<file path="src/rtl/pipe_pkg.sv">
`default_nettype none
// ============================================================================
//  Module      : pipe_pkg
//  Description : Shared widths and constants for the MIPS pipeline MEM/WB
//                boundary, register file and writeback stage.
//  Revision    : 1.0  initial release
// ============================================================================
package pipe_pkg;

    localparam int DATA_W = 32;
    localparam int ADDR_W = 5;

    // Register $0 is architecturally hardwired to zero
    localparam logic [ADDR_W-1:0] REG_ZERO = 5'd0;

    // MEM/WB pipeline register field widths
    localparam int MEMWB_CTRL_W = 3;        // RegWr, RegDst, MemToReg
    localparam int MEMWB_REG_W  = ADDR_W;   // rt and rd fields
    localparam int MEMWB_DATA_W = DATA_W;   // Dout and Result
    localparam int MEMWB_W      = MEMWB_CTRL_W + 2 * MEMWB_REG_W + 2 * MEMWB_DATA_W;

    typedef struct packed {
        logic                    RegWr;
        logic                    RegDst;
        logic                    MemToReg;
        logic [MEMWB_REG_W-1:0]  rt;
        logic [MEMWB_REG_W-1:0]  rd;
        logic [MEMWB_DATA_W-1:0] Dout;
        logic [MEMWB_DATA_W-1:0] Result;
    } memwb_t;

endpackage
`default_nettype wire

</file>
<file path="src/rtl/regfile_2r1w.sv">
`default_nettype none
// ============================================================================
//  Module      : regfile_2r1w
//  Description : Register array with two combinational read ports and one
//                synchronous write port. $0 reads as zero; a read that hits
//                the address being written this cycle returns the write data.
//  Revision    : 1.0  initial release
// ============================================================================
module regfile_2r1w #(
    parameter int DATA_W = pipe_pkg::DATA_W,
    parameter int ADDR_W = pipe_pkg::ADDR_W
) (
    input  logic              clk,
    input  logic              rst,
    input  logic              i_we,
    input  logic [ADDR_W-1:0] i_waddr,
    input  logic [DATA_W-1:0] i_wdata,
    input  logic [ADDR_W-1:0] i_ra1,
    input  logic [ADDR_W-1:0] i_ra2,
    output logic [DATA_W-1:0] o_rd1,
    output logic [DATA_W-1:0] o_rd2
);
    import pipe_pkg::*;

    localparam int                c_DEPTH = 1 << ADDR_W;
    localparam logic [ADDR_W-1:0] c_ZERO  = ADDR_W'(REG_ZERO);

    logic [DATA_W-1:0] r_regs [c_DEPTH];

    logic w_wr_ok;
    assign w_wr_ok = i_we & (i_waddr != c_ZERO);

    // Clear the whole array on reset, otherwise commit one write per cycle
    always_ff @(posedge clk) begin
        if (rst) begin
            for (int i = 0; i < c_DEPTH; i++) begin
                r_regs[i] <= '0;
            end
        end else if (w_wr_ok) begin
            r_regs[i_waddr] <= i_wdata;
        end
    end

    // Port 1: $0 forced to zero, then write-before-read bypass, then array
    always_comb begin
        o_rd1 = r_regs[i_ra1];
        if (i_ra1 == c_ZERO) begin
            o_rd1 = '0;
        end else if (w_wr_ok && (i_ra1 == i_waddr)) begin
            o_rd1 = i_wdata;
        end
    end

    // Port 2: same priority as port 1
    always_comb begin
        o_rd2 = r_regs[i_ra2];
        if (i_ra2 == c_ZERO) begin
            o_rd2 = '0;
        end else if (w_wr_ok && (i_ra2 == i_waddr)) begin
            o_rd2 = i_wdata;
        end
    end

endmodule
`default_nettype wire

</file>
<file path="src/rtl/wb_regfile.sv">
`default_nettype none
// ============================================================================
//  Module      : wb_regfile
//  Description : Writeback stage plus architectural register file. Selects
//                destination and write data from MEM/WB, commits into the
//                register file, exports the write to forwarding, and keeps a
//                saturating count of committed writes.
//  Revision    : 1.0  initial release
// ============================================================================
module wb_regfile #(
    parameter int DATA_W = pipe_pkg::DATA_W,
    parameter int ADDR_W = pipe_pkg::ADDR_W,
    parameter int CNT_W  = 32
) (
    input  logic              clk,
    input  logic              rst,
    input  logic              RegWr,
    input  logic              RegDst,
    input  logic              MemToReg,
    input  logic [ADDR_W-1:0] rt,
    input  logic [ADDR_W-1:0] rd,
    input  logic [DATA_W-1:0] Dout,
    input  logic [DATA_W-1:0] Result,
    input  logic [ADDR_W-1:0] ra1,
    input  logic [ADDR_W-1:0] ra2,
    output logic [DATA_W-1:0] rd1,
    output logic [DATA_W-1:0] rd2,
    output logic              wb_we,
    output logic [ADDR_W-1:0] wb_addr,
    output logic [DATA_W-1:0] wb_data,
    output logic [CNT_W-1:0]  commit_cnt
);
    import pipe_pkg::*;

    localparam logic [ADDR_W-1:0] c_ZERO = ADDR_W'(REG_ZERO);

    logic [ADDR_W-1:0] w_waddr;
    logic [DATA_W-1:0] w_wdata;
    logic              w_we_eff;
    logic [CNT_W-1:0]  r_commit_cnt;

    // Destination / data selection; writes to $0 and writes during reset
    // are squashed so they are neither committed, counted nor forwarded
    assign w_waddr  = RegDst   ? rd   : rt;
    assign w_wdata  = MemToReg ? Dout : Result;
    assign w_we_eff = RegWr & (w_waddr != c_ZERO) & ~rst;

    assign wb_we      = w_we_eff;
    assign wb_addr    = w_waddr;
    assign wb_data    = w_wdata;
    assign commit_cnt = r_commit_cnt;

    regfile_2r1w #(
        .DATA_W (DATA_W),
        .ADDR_W (ADDR_W)
    ) u_regfile (
        .clk     (clk),
        .rst     (rst),
        .i_we    (w_we_eff),
        .i_waddr (w_waddr),
        .i_wdata (w_wdata),
        .i_ra1   (ra1),
        .i_ra2   (ra2),
        .o_rd1   (rd1),
        .o_rd2   (rd2)
    );

    // Count committed writes, holding at all-ones instead of wrapping
    always_ff @(posedge clk) begin
        if (rst) begin
            r_commit_cnt <= '0;
        end else if (w_we_eff && (r_commit_cnt != {CNT_W{1'b1}})) begin
            r_commit_cnt <= r_commit_cnt + 1'b1;
        end
    end

endmodule
`default_nettype wire

</file>
<file path="config.mk">
export PLATFORM = sky130hd
export DESIGN_NAME = wb_regfile
export DESIGN_NICKNAME = d
export VERILOG_FILES = /design/src/rtl/pipe_pkg.sv /design/src/rtl/regfile_2r1w.sv /design/src/rtl/wb_regfile.sv
export SDC_FILE = /design/constraint.sdc
export NUM_CORES = 2
export LEC_CHECK = 0
export CORE_MARGIN = 5
export CORE_UTILIZATION = 45
export CTS_BUF_LIST = sky130_fd_sc_hd__clkbuf_4
export CTS_CLUSTER_SIZE = 40
export DETAILED_ROUTE_END_ITERATION = 8
export SLEW_MARGIN = 20
export SYNTH_ARGS = -nofsm -noshare
export SYNTH_HDL_FRONTEND = slang
export SYNTH_HIERARCHICAL = 1
export SYNTH_SLANG_ARGS = --single-unit
export TNS_END_PERCENT = 5
</file>
<file path="constraint.sdc">
create_clock -name clk -period 10.55 [get_ports clk]
set_clock_uncertainty 0.2 [all_clocks]
set_input_delay 2.11 -clock clk [delete_from_list [all_inputs] [get_ports clk]]
set_output_delay 2.11 -clock clk [all_outputs]
set_load 0.02 [all_outputs]
</file>
; Word-level counts from Yosys, hierarchy flattened
; Memory sizes are Yosys's and may differ from the RTL's.
; Index checks and enable logic that the tools add are counted.
[word_totals]
register_bits = 32
mem_bits_rw = 1024
in_bits = 89
out_inout_bits = 134
word_cells = 31
memories = 1
[classes]
add_sub_neg = 1
eq_ne = 3
mux = 14
n_bitwise = 4
reduce_logical = 7
[mem_list]
columns = memory, depth, word_bits, rd, rd_clocked_by_memory_dff, write_ports, line_no
row1 = u_regfile.r_regs, 32, 32, 2, 0, 32, regfile_2r1w.sv:28  ; logic [DATA_W-1:0] r_regs [c_DEPTH];
[ops]
columns = op, count
row1 = two-way mux 32 bit, 6
row2 = "adder 32 x 1 -> 32 bit, second input constant", 1
row3 = "!= test 32 bit, second input constant", 1
row4 = OR reduction 32 bit, 1
row5 = == test 5 bit, 2
row6 = zero test 5 bit, 2
row7 = two-way mux 5 bit, 2
row8 = two-way mux 1 bit, 6
row9 = nonzero test 5 bit, 1
row10 = bitwise AND 1 bit, 3
row11 = logical AND 1 bit, 3
row12 = inverter 1 bit, 1

; Depth between registers and ports, before layout
[logic_depth]
depth_word = 10
depth_mapped = 14
depth_no_buf = 9

; Hierarchy
; The synthesis kept the hierarchy.
[by_module_without_submodules]
columns = module, instances, cells_per_inst, area_each_um2, seq_area_each_um2
row1 = regfile_2r1w, 1, 3918, 55723.4, 30749.5
row2 = wb_regfile, 1, 258, 2348.5, 640.6

; Worst setup path after synthesis
; Ideal clock, no wire load.
[synth_timing]
kind = input port to output port
start = input port rst
end = output port rd1[10]
arrival_ps = 4434
required_ps = 8240
slack_ps = 3806
stages = 11
n_path_buf = 4
path_cell_list = clkbuf_1 clkinv_1 o311a_4 nand2_4 buf_12 buf_8 inv_2 o31ai_4 nor4_2 clkbuf_1 a32o_1
[synth_via]
elab_chain_len = 6
[synth_rtl]
columns = item, line_no
row1 = from (decl), wb_regfile.sv:16  ; input logic rst,
row2 = inverter 1 bit, wb_regfile.sv:46  ; assign w_we_eff = RegWr & (w_waddr != c_ZERO) & ~rst;
row3 = bitwise AND 1 bit, wb_regfile.sv:46
row4 = named net wb_we, wb_regfile.sv:28  ; output logic wb_we,
row5 = bitwise AND 1 bit, regfile_2r1w.sv:31  ; assign w_wr_ok = i_we & (i_waddr != c_ZERO);
row6 = logical AND 1 bit, regfile_2r1w.sv:49  ; end else if (w_wr_ok && (i_ra1 == i_waddr)) begin
row7 = two-way mux 32 bit, regfile_2r1w.sv:49
row8 = two-way mux 32 bit, regfile_2r1w.sv:47  ; if (i_ra1 == c_ZERO) begin
row9 = to (decl), wb_regfile.sv:26  ; output logic [DATA_W-1:0] rd1,
; The timed path passes the listed nets, and every way through them passes these cells.

; Worst setup path after layout
[layout_timing]
start = input port RegDst
end = output port rd2[21]
[layout_via]
elab_chain_len = 8
word_cells_on_any_way = 9
cone_classes = eq/ne: 1 / mux: 3 / bitwise: 3 / reduce/logical: 2
[layout_rtl]
columns = item, line_no
row1 = from (decl), wb_regfile.sv:18  ; input logic RegDst,
row2 = two-way mux 5 bit *, wb_regfile.sv:44  ; assign w_waddr = RegDst ? rd : rt;
row3 = nonzero test 5 bit, "regfile_2r1w.sv:31, wb_regfile.sv:46"
row4 = bitwise AND 1 bit (2 in a row), wb_regfile.sv:46
row5 = bitwise AND 1 bit, regfile_2r1w.sv:31
row6 = logical AND 1 bit *, regfile_2r1w.sv:59  ; end else if (w_wr_ok && (i_ra2 == i_waddr)) begin
row7 = two-way mux 32 bit *, regfile_2r1w.sv:59
row8 = two-way mux 32 bit *, regfile_2r1w.sv:57  ; if (i_ra2 == c_ZERO) begin
row9 = to (decl), wb_regfile.sv:27  ; output logic [DATA_W-1:0] rd2,
; Mark *: on every way between the ends. The rest lies on a longest branch, timed or not.

==> out/metrics.cfg <==
[clock_network]
worstSkewPairLatency_ps = 1190
cts_tree = yes
clock_path_buffers = 4
ctsHtreeMaxLevel = 5
path_clk_slew_ps = 60
cts-root-buf = sky130_fd_sc_hd__clkbuf_4
cts-resized-gates = 0
post_cts_hold_buffer_count = 0
cts.sink_count = 1056
inserted_clock_buffers = 307
cts.repair_timing.setup_buffer_count = 0

[worst_setup_path]
critical-path-max-stage-delay_ps = 890
crit-reg2reg-launch = commit_cnt[1]
timing.critical_path.required_ps = 8240
timing_worst_setup_path_type = in -> out
cp-startpoint = RegDst
timing.critical_path.max_delay_family = compound AO/OA/AOI/OAI gates
critical_path.startpoint_type = input port
crit_slowest_cell = sky130_fd_sc_hd__a211oi_1
crit_fanout = 22
worstSetupEndpointType = output pin
critical_path.most_common_cell = sky130_fd_sc_hd__clkdlybuf4s50_1
timing.critical_path.cells = clkdlybuf4s50_1 > mux2_2 > or3_1 > o31a_1 > and3_4 > a211oi_1 > nor2_1 > clkdlybuf4s50_1
worstPathBufferInverterCount = 2
crit_arrival_ps = 6330

[sta]
worst_pin_slew_ps = 1160
rsz0062_at_grt = false
min_period_over_period = 0.819
hold_violations = 0
final.hold.worst_slack_ps = 319
setup_violators_final = 0
max_freq_mhz = 116
maxSlewHeadroom = 0.229
timing.setup.tns_ps = 0
period_minus_slack_ps = 8640
timing.final.max_slew_violations = 0

[floorplanning]
placement_rows = 131
core_region_area_um2 = 128000
die_outline_area_um2 = 136000
effective_utilization_at_floorplan = 0.454
die_width_um = 369
die_h_um = 369
io_pins = 223

[final_layout]
layout_common_cells = sky130_fd_sc_hd__edfxtp_1, sky130_fd_sc_hd__and2_1, sky130_fd_sc_hd__clkbuf_4
number_of_standard_cells_in_the_final_layout_excluding_fillers = 6302
design.final.nets = 4531
drive_above_1_share = 0.248
mostFrequentLayoutCell = sky130_fd_sc_hd__edfxtp_1
postLayoutCellArea_um2 = 65500
areaGrowthSynthToFinish_pct = 12.8
utilization = 0.512

[worst_hold_path]
launch_instance_of_the_worst_min_delay_path = commit_cnt[18]
worstHoldPathType = reg -> reg

[detailed_routing]
post_drt_via_cell_ratio = 6.72
wirelength_mm = 231
firstDrtPassIters = 5
postRouteAntennaNets = 0
drc = 0
detail_route.wl_per_cell_um = 36.7
drt-initial-drc-count = 6996
route.vias.total = 42400

[pwr]
power_density_of_the_placed_cells_nw_per_um2 = 155
power.ir.vdd_worst_mv = 0.108
power.static_leakage_nw = 23.2

[place]
finalWeightedCongestion = 0.861
placed_area_um2 = 61900
detailed_place_hpwl_mm = 132
port_buffers = 222
dpl.cell_count = 5794

[job]
timing.max_cap.violations = 0

[run_status]
run_status = finished clean

[synthesis]
avgSynthCellArea_um2 = 13.9
yosys.cell_types.count = 90
most_frequently_used_flop_master_after_synthesis = sky130_fd_sc_hd__edfxtp_1
synth-edff-count = 1024
sequential_to_total_area_share_from_yosys_stat = 0.541
syn-cell-area_um2 = 58100
synth_register_bits = 1056
netlist_instances = 4176
number_of_warnings_issued_by_yosys = 6
asyncSetResetFlopFracSynth = 0

[grt]
grt_first_pass_wirelength_mm = 319
grt_overflow_total = 0
grt.total_usage = 0.333
grt_max_degree = 91
grt_pass1_vias = 41300
grt_antenna_before_repair = 24

==> path summary, 6_finish.rpt <==
kind	endpoint	slack, ps	cells past startpoint
worst max-delay path	rd2[21]	1910	8
worst min-delay path	commit_cnt[18]	320	2
worst max register to register	commit_cnt[1]	8130	7
worst min register to register	commit_cnt[18]	320	2
==> Yosys cell counts (all sizes together) (33+ instances only) <==
library cell	number	share of area
a21oi	106	0.0095
mux2	73	0.014
o221ai	33	0.0050
a211oi	45	0.0058
buf	138	0.017
nand2	147	0.0097
a221oi	36	0.0055
or2	36	0.0039
nor2	67	0.0044
o21ai	37	0.0033
a22oi	66	0.0085
mux2i	335	0.058
nor3	45	0.0039
edfxtp	1024	0.53
and2	963	0.10
clkbuf	298	0.019
mux4	367	0.14
o22ai	37	0.0040
==> per-layer routing <==
layer | global-route usage | wire (µm) | up-vias | share of wire
met4 | 0.143 | 11000 | 4 | 0.048
met1 | 0.454 | 87300 | 21700 | 0.38
met2 | 0.498 | 102000 | 3366 | 0.44
met3 | 0.0960 | 30800 | 603 | 0.13
li1 | - | - | 16700 | -
met5 | 0.00534 | 112 | - | 0.00048
==> area by class of cell <==
type	count	area (µm²)
fillers	11000	62400
flip-flops and latches	1056	31400
multi-input cells	2703	24900
repair buffers	361	3420
clock buffers	446	3350
well taps	1662	2080
clock inverters	55	272
inverters	12	45.0
diodes	7	17.5
==> power by group <==
part,internal [mW],switching (mW)
Sequential,4.82,0.113
Combinational,0.573,0.931
Clock,1.97,1.77
==> worst reg2reg max path, cell delays in order, from the launching register on <==
cell and delay [ps]:
sky130_fd_sc_hd__dfxtp_1 450, sky130_fd_sc_hd__ha_1 210, sky130_fd_sc_hd__nand3_1 210, sky130_fd_sc_hd__nor4_4 300, sky130_fd_sc_hd__and3_1 210, sky130_fd_sc_hd__buf_4 360
sky130_fd_sc_hd__nor2_2 80, sky130_fd_sc_hd__mux2_4 300
==> state kept, by name, indices dropped and copies added (netlist names) <==
name / count
commit_cnt: 32
u_regfile/r_regs: 1024
==> per-stage QoR <==
stage | power, mW | setup WS, ps
4_1_cts | 10.2 | 1960
5_1_grt | 10.5 | 1820
3_3_place_gp | 6.47 | 1680
6_report | 10.2 | 1910
2_1_floorplan | 5.84 | 3810
3_5_place_dp | 6.48 | 1990
==> kinds of logic after synthesis <==
group / Yosys count / synth area share
flops: 1056 / 0.541
xor+xnor: 10 / 0.00151
simple gates: 1397 / 0.143
compound gates: 488 / 0.0625
other cells: 1 / 0.0000646
fa+ha+maj: 1 / 0.000215
buf+inv: 448 / 0.0373
mux: 775 / 0.215
No activity file was read; power rests on OpenSTA's default activity.
